### src/rtl/trace_capture_buffer.sv
// trace_capture_buffer: captures {pc, instr, z} on every PC change into a FIFO drained over valid/ready,
// with sticky overflow, saturating drop counter and PC-stuck halt detection.
module trace_capture_buffer #(
  parameter int DEPTH       = 16,
  parameter int ADDR_W      = 4,
  parameter int HALT_CYCLES = 8
) (
  input  logic              clk,
  input  logic              rst,
  input  logic              en,
  input  logic              clr,
  input  logic [31:0]       pc_in,
  input  logic [31:0]       instr_in,
  input  logic              z_in,
  output logic              out_valid,
  input  logic              out_ready,
  output logic [31:0]       out_pc,
  output logic [31:0]       out_instr,
  output logic              out_z,
  output logic [ADDR_W:0]   count,
  output logic              overflow,
  output logic [15:0]       drop_cnt,
  output logic              halted
);
  logic [ADDR_W:0] wr_ptr, rd_ptr;
  logic [64:0]     mem [DEPTH];
  logic [31:0]     last_pc;
  logic            armed;
  logic [7:0]      halt_cnt;
  logic            cap, pop, full, push, stall;

  assign cap       = en && (!armed || pc_in != last_pc);
  assign count     = wr_ptr - rd_ptr;
  assign out_valid = count != '0;
  assign full      = (wr_ptr ^ rd_ptr) == {1'b1, {ADDR_W{1'b0}}};
  assign pop       = out_valid && out_ready;
  // a pop in the same cycle frees the slot, so a full FIFO still accepts the push
  assign push      = cap && (!full || pop);
  assign stall     = en && armed && pc_in == last_pc && halt_cnt != 8'(HALT_CYCLES);
  assign halted    = halt_cnt == 8'(HALT_CYCLES);
  assign {out_pc, out_instr, out_z} = out_valid ? mem[rd_ptr[ADDR_W-1:0]] : '0;

  always_ff @(posedge clk)
    if (push && !clr) mem[wr_ptr[ADDR_W-1:0]] <= {pc_in, instr_in, z_in};

  always_ff @(posedge clk or negedge rst)
    if (!rst) begin
      wr_ptr   <= '0;
      rd_ptr   <= '0;
      last_pc  <= '0;
      armed    <= 1'b0;
      halt_cnt <= '0;
      overflow <= 1'b0;
      drop_cnt <= '0;
    end else if (clr) begin
      wr_ptr   <= '0;
      rd_ptr   <= '0;
      armed    <= 1'b0;
      halt_cnt <= '0;
      overflow <= 1'b0;
      drop_cnt <= '0;
    end else begin
      if (push) wr_ptr <= wr_ptr + 1'b1;
      if (pop) rd_ptr <= rd_ptr + 1'b1;
      if (cap && !push) begin
        overflow <= 1'b1;
        if (drop_cnt != '1) drop_cnt <= drop_cnt + 1'b1;
      end
      if (cap) last_pc <= pc_in;
      armed    <= en;
      halt_cnt <= cap ? '0 : (stall ? halt_cnt + 1'b1 : halt_cnt);
    end
endmodule

### config.mk
export PLATFORM = sky130hd
export DESIGN_NAME = trace_capture_buffer
export DESIGN_NICKNAME = d
export VERILOG_FILES = /design/src/rtl/trace_capture_buffer.sv
export SDC_FILE = /design/constraint.sdc
export NUM_CORES = 1
export LEC_CHECK = 0
export BUFFER_PORTS_ARGS = -buffer_cell sky130_fd_sc_hd__buf_2
export CAP_MARGIN = 25
export CORE_ASPECT_RATIO = 1.75
export CORE_UTILIZATION = 55
export CTS_CLUSTER_DIAMETER = 30
export DETAILED_ROUTE_END_ITERATION = 7
export PLACE_DENSITY = 0.75
export SLEW_MARGIN = 20
export SYNTH_ARGS = -nofsm -noshare
export SYNTH_HDL_FRONTEND = slang
export SYNTH_SLANG_ARGS = --single-unit
### constraint.sdc
create_clock -name clk -period 8.92 [get_ports clk]
set_clock_uncertainty 0.05 [all_clocks]
set_input_delay 1.784 -clock clk [delete_from_list [all_inputs] [get_ports clk]]
set_output_delay 1.784 -clock clk [all_outputs]
set_load 0.05 [all_outputs]
==> flow_summary_export.csv, run 1 <==
group,metric,value,unit
place,dpl.hpwl,50400,microns
synthesis,ys_ff_latch,1108,
critical_path,critical-path-slowest-cell,"dfrtp_4",
critical_path,r2r-start,"rd_ptr[2]$_DFFE_PN0P_",
synthesis,seq_area_frac_synth,0.763,
route,dr_total_vias,20700,
pwr,power_switching,3690,uW
worst_hold_path,min_to,"overflow$_DFFE_PN0P_",
sta,fin_setup_tns,0,ps
route,drt_wl_total,98900,microns
pwr,ir_drop,0.255,mV
final_layout,layout_commonest_cell,"edfxtp_1",
floorplanning,chipHeight,373,microns
floorplanning,start_util,0.557,
route,routedWlPerCell,30.4,microns
route,top_layer,"met5",
synthesis,synth.distinct_cells,44,
sta,setup_viol,0,
clocking,numCtsBuffers,116,
sta,post-route-min-period,6590,ps
place,gp_congestion,0.811,
place,port_buffers,158,
route,routed-wl-met3,7250,microns
synthesis,yosys_warnings,0,
sta,report.final.slew_viol_count,0,
critical_path,reg2reg_slack,4400,ps
sta,slew-limit-headroom,0.259,
route,m1WireLength,35400,microns
synthesis,netlist_area,43200,sq um
pwr,seq_power_share,0.440,
final_layout,fill_cells,4977,
clocking,root_buffer,"clkbuf_16",
final_layout,multiInputGateArea,9900,sq um
clocking,clk_latency,700,ps
sta,hold_viol,0,
critical_path,cp.arrival,4750,ps
worst_hold_path,hold_depth,2,
clocking,cts_hold_buf,0,
final_layout,final_area,49400,sq um
critical_path,path_max_fanout,74,
global_routing,grt_pass1_vias,22300,
critical_path,endpoint_kind,"primary output",
critical_path,critPathLaunchType,"flop",
pwr,internal_power,9490,uW
worst_hold_path,hp-class,"reg2reg",
pwr,clockPowerShare,0.373,
worst_hold_path,worstHoldStart,"overflow$_DFFE_PN0P_",
outcome,status,"finished, final reports clean",
clocking,clkSinkCount,1108,
sta,max_freq,0.152,GHz
global_routing,grt_pass1_wl,146000,microns
critical_path,worstSetupStartpoint,"rd_ptr[2]$_DFFE_PN0P_",
route,firstDrtPassIters,7,
clocking,cts_tree,"built",
clocking,post-cts-setup-buffer-count,0,
clocking,clk_pin_slew,60,ps
final_layout,area_growth,14.3,%
pwr,leakagePower,0.0157,uW
final_layout,nets,2202,
pwr,pwr_density_cell,267,nW/um^2
clocking,htreeDepth,3,
final_layout,regArea,32900,sq um
critical_path,worst_r2r_endpoint,"mem[6][27]$_DFFE_PP_",
critical_path,r2r_cells,7,
global_routing,gr-total-overflow,0,
synthesis,syn_nets,1981,
clocking,clockBufferDepth,3,
global_routing,antenna_found_initial,15,
floorplanning,ios,159,
critical_path,crit_top_cell,"nor2b_1",
critical_path,cp_cell_sequence,"inv_1, ha_1, nor2b_1, o21a_1, or3_1, a2111oi_4, buf_4, nor2b_1, buf_2",
floorplanning,rows,135,
global_routing,grt_max_degree,156,
clocking,post_cts_resize_count,0,
place,dpl_cell_area,45300,sq um
route,viasPerCell,6.36,
route,wl_met2,54000,microns
route,drc,0,
route,ant_nets,0,
synthesis,synth_area_per_cell,22.8,sq um
pwr,swShare,0.280,
final_layout,drive_gt1_frac,0.354,
floorplanning,die_x,214,microns
floorplanning,dieArea,79700,sq um
final_layout,final_cell_mix,"1040 x edfxtp_1, 325 x mux4_2, 158 x buf_2",
sta,rsz0062_at_grt,"no",
critical_path,required,7090,ps
sta,finalCritPeriodShare,0.738,
critical_path,path_class,"reg2out",
sta,tightest_slew,1110,ps
global_routing,grt_use_total,0.259,
run,maxCapViolCount,0,
pwr,pwr-share-comb,0.186,
synthesis,synthCells,1898,
route,drt_iter0_drc,2101,
floorplanning,core,77500,sq um
critical_path,max_stage_delay,860,ps
==> synth_stat cells <==
library cell,number,area [sq um]
a211oi_1,1,7.51
nand3_1,19,95.1
and4_1,2,17.5
a31oi_1,3,18.8
dfrtp_1,68,1700
nand4_1,12,75.1
o21ai_0,7,35.0
or3_1,5,31.3
and2_0,1,6.26
nor3_1,13,65.1
mux2_1,2,22.5
o21a_1,1,7.51
ha_1,12,150
inv_1,18,67.6
nor2b_1,75,469
nor4b_1,1,8.76
nor3_2,1,10.0
nand2b_1,3,18.8
mux2_2,39,439
nand2_1,17,63.8
buf_1,11,41.3
nand3b_1,2,15.0
buf_2,39,195
o21ai_1,1,5.00
or2_2,2,12.5
nor2_1,35,131
and3_1,3,18.8
xnor2_1,35,307
xor2_1,7,61.3
clkbuf_1,45,169
nor4_1,5,31.3
a2111oi_2,1,15.0
edfxtp_1,1040,31200
or4_1,11,82.6
fa_1,1,20.0
buf_4,1,7.51
buf_6,1,11.3
a221oi_1,1,8.76
mux4_2,325,7320
o31ai_1,9,67.6
a21oi_1,18,90.1
clkinv_1,1,3.75
a31o_2,1,8.76
and2_1,3,18.8
==> power by group through the flow <==
stage / clock network, uW / registers [uW] / logic, uW
final: 4920 / 5800 / 2450
after global routing: 5170 / 5810 / 2590
after CTS: 4980 / 5800 / 2490
after detailed placement: 0 / 5910 / 2470
after global placement: 0 / 5900 / 2420
after floorplan: 0 / 5870 / 1900
==> metal layers <==
layer  global-route usage  vias to the layer above
met5                    0                        -
met4               0.0796                       12
met3               0.0454                      177
met2                0.455                     1045
met1                0.325                    11000
li1                     -                     8415
==> flip-flops by register name, summed over array words and instances, names as in the netlist <==
signal    flops
mem        1040
last_pc      32
drop_cnt     16
halt_cnt      8
rd_ptr        5
wr_ptr        5
armed         1
overflow      1
==> per-stage QoR <==
step                      hold WS (ps)  total power, uW  setup slack [ps]  std cells   util
after CTS                          456            13300              2060       3241  0.635
after global routing               479            13600              2130       3249  0.637
final                              444            13200              2330       3251  0.637
after floorplan                    451             7770              1010       1898      -
after detailed placement           432             8380              2270       3024  0.584
after global placement             433             8330              2360       3023  0.584
==> critical path: cells and delay by family (launching register included) <==
| kind | cells | cell delay [ps] |
|---|---|---|
| buffers and inverters | 3 | 1350 |
| AND/OR/NAND/NOR | 3 | 910 |
| flip-flops | 1 | 860 |
| AO/OA/AOI/OAI | 2 | 520 |
| adder cells (fa/ha/maj) | 1 | 390 |
==> cell type report <==
cell class                      instances  area share
Timing Repair Buffer                  200      0.0244
Clock inverter                         85      0.0191
Multi-Input combinational cell        674       0.201
Tap cell                             1027      0.0260
Clock buffer                          132      0.0607
Antenna cell                            6    0.000304
Sequential cell                      1108       0.667
Inverter                               19     0.00155
==> cell families (layout without fill, tap and decap cells) <==
kind of cell | count (synthesis) | in the layout | synth area share
flip-flops | 1108 | 1108 | 0.763
multiplexers | 366 | 366 | 0.180
AND/OR/NAND/NOR | 210 | 210 | 0.0271
buffers and inverters | 116 | 436 | 0.0115
AO/OA/AOI/OAI | 43 | 43 | 0.00611
XOR/XNOR | 42 | 42 | 0.00852
adder cells (fa/ha/maj) | 13 | 13 | 0.00394
other | 0 | 6 | 0
==> worst max-delay path by stage <==
stage,slack (ps),cells past startpoint,end
floorplan,1010,7,mem[0][0]$_DFFE_PP_
global placement,2360,8,mem[13][4]$_DFFE_PP_
detailed placement,2270,8,mem[13][13]$_DFFE_PP_
finish,2330,9,out_pc[28]
CTS,2060,6,out_pc[25]
global route,2130,9,out_pc[28]
Note: power is estimated with default switching activity, not from simulation.
==> inputs of run 2 (changes only) <==
Clock period 8.92 ns to 5.9 ns, I/O delays scaled along.
==> run 2 against run 1 <==
  * Power is 54% higher
  * Global-route usage is 0.18 points higher
  * Non-clock buffer count is 7 higher
  * Wire length is 0.58% higher
  * First-iteration DRC count is 4.2% lower
  * Setup slack worse by 1700 ps
  * Count of clock-buffer cells in the layout is 1 lower
  * Sequential share of layout area is 0.52 points lower
  * Register-to-register slack worse by 2900 ps
  * Via count hardly changed
  * Largest cell class unchanged
  * Highest routed layer unchanged
==> flow_summary_export.csv, run 2 (synthesis results as in run 1) <==
group,metric,value,unit
route,firstDrtPassIters,7,
place,dpl.hpwl,51900,microns
route,routedWlPerCell,30.5,microns
worst_hold_path,hp-class,"in2async",
global_routing,grt_pass1_wl,147000,microns
sta,slew-limit-headroom,0.278,
critical_path,required,4670,ps
route,drt_iter0_drc,2013,
route,ant_nets,0,
pwr,leakagePower,0.0159,uW
clocking,post-cts-setup-buffer-count,0,
floorplanning,dieArea,79700,sq um
clocking,clkSinkCount,1108,
critical_path,reg2reg_slack,1540,ps
run,maxCapViolCount,0,
place,port_buffers,158,
final_layout,nets,2213,
clocking,post_cts_resize_count,0,
global_routing,grt_pass1_vias,22400,
floorplanning,start_util,0.557,
critical_path,critical_path.endpoint,"out_instr[13]",
clocking,htreeDepth,3,
critical_path,path_max_fanout,14,
global_routing,grt_use_total,0.261,
critical_path,r2r_cells,7,
sta,hold_viol,0,
floorplanning,die_x,214,microns
route,dr_total_vias,20700,
floorplanning,rows,135,
outcome,status,"finished, final reports clean",
critical_path,worst_r2r_endpoint,"mem[5][41]$_DFFE_PP_",
clocking,clk_latency,710,ps
clocking,numCtsBuffers,120,
sta,setup_viol,0,
clocking,clk_pin_slew,70,ps
route,viasPerCell,6.34,
final_layout,layout_commonest_cell,"edfxtp_1",
final_layout,drive_gt1_frac,0.362,
sta,max_freq,0.189,GHz
pwr,pwr_density_cell,408,nW/um^2
critical_path,path_class,"reg2out",
clocking,cts_hold_buf,0,
place,gp_congestion,0.772,
clocking,clockBufferDepth,3,
sta,report.final.slew_viol_count,0,
sta,fin_setup_tns,0,ps
sta,tightest_slew,1080,ps
final_layout,area_growth,15.2,%
critical_path,critPathLaunchType,"flop",
floorplanning,ios,159,
critical_path,worstSetupStartpoint,"wr_ptr[2]$_DFFE_PN0P_",
clocking,cts_tree,"built",
clocking,root_buffer,"clkbuf_16",
global_routing,gr-total-overflow,0,
route,drt_wl_total,99500,microns
floorplanning,chipHeight,373,microns
final_layout,post-route-util,0.642,
sta,rsz0062_at_grt,"no",
final_layout,largest_register_ff_count,1040,
critical_path,cp.arrival,4060,ps
sta,finalCritPeriodShare,0.897,
critical_path,endpoint_kind,"primary output",
final_layout,final_cell_mix,"1040 x edfxtp_1, 325 x mux4_2, 158 x buf_2",
sta,post-route-min-period,5290,ps
pwr,ir_drop,0.281,mV
global_routing,antenna_found_initial,11,
route,drc,0,
critical_path,r2r-start,"rd_ptr[1]$_DFFE_PN0P_",
global_routing,grt_max_degree,156,
floorplanning,core,77500,sq um
==> run 2: cell types whose count changed in the layout (fill, tap and decap cells not counted), moves of 4 or more <==
cell / delta
clkbuf_1: -8
clkinv_4: -6
buf_12: +5
clkinv_8: +5
inv_8: +5
buf_4: +4
clkbuf_16: +4
nor3_2: -4
nor3_4: +4
==> run 2: power breakdown <==
group          switching [uW]  internal (uW)  total, uW
Clock                    3300           4480       7780
Combinational            2310           1450       3760
Sequential               90.1           8680       8770
Total                    5700          14600      20300
==> run 2: worst max-delay path, stage by stage (launching register included) <==
cell,delay [ps]
dfrtp_1,770
ha_1,400
nor2b_1,150
o21a_1,170
or3_1,400
a2111oi_4,770
buf_4,360
nor2b_1,100
buf_2,220
==> run 2: cell type report <==
| type | count | area (sq um) |
|---|---|---|
| antenna | 4 | 10.0 |
| clock buffer | 131 | 3110 |
| clock inverter | 95 | 1090 |
| fill | 4910 | 27800 |
| inverter | 19 | 76.3 |
| multi-input combinational | 674 | 9930 |
| sequential | 1108 | 32900 |
| tap | 1027 | 1280 |
| timing repair buffer | 207 | 1310 |
==> run 2: per-stage QoR <==
step                      hold slack [ps]  setup WS [ps]  total power (uW)  area, sq um  instances
after detailed placement              443            919             12700        45500       3034
after global routing                  287            403             20900        49700       3263
after floorplan                       451            330             11700        43200       1898
final                                 301            610             20300        49700       3265
after global placement                431            996             12700        45400       3029
after CTS                             262            570             20500        49700       3260
==> run 2: per-layer routing <==
metal	track usage	routed length, microns
met3	0.0472	7750
met2	0.445	53000
met1	0.335	35900
met4	0.0927	2750
met5	0	39
==> run 2: worst min path at each step <==
| stage | start | to | slack, ps | cells after the start |
|---|---|---|---|---|
| final | rst | last_pc[3]$_DFFE_PN0P_ | 300 | 1 |
| after global routing | rst | last_pc[3]$_DFFE_PN0P_ | 290 | 1 |
| after CTS | rst | last_pc[3]$_DFFE_PN0P_ | 260 | 1 |
| after detailed placement | overflow$_DFFE_PN0P_ | overflow$_DFFE_PN0P_ | 440 | 2 |
| after global placement | overflow$_DFFE_PN0P_ | overflow$_DFFE_PN0P_ | 430 | 2 |
| after floorplan | last_pc[7]$_DFFE_PN0P_ | last_pc[7]$_DFFE_PN0P_ | 450 | 1 |
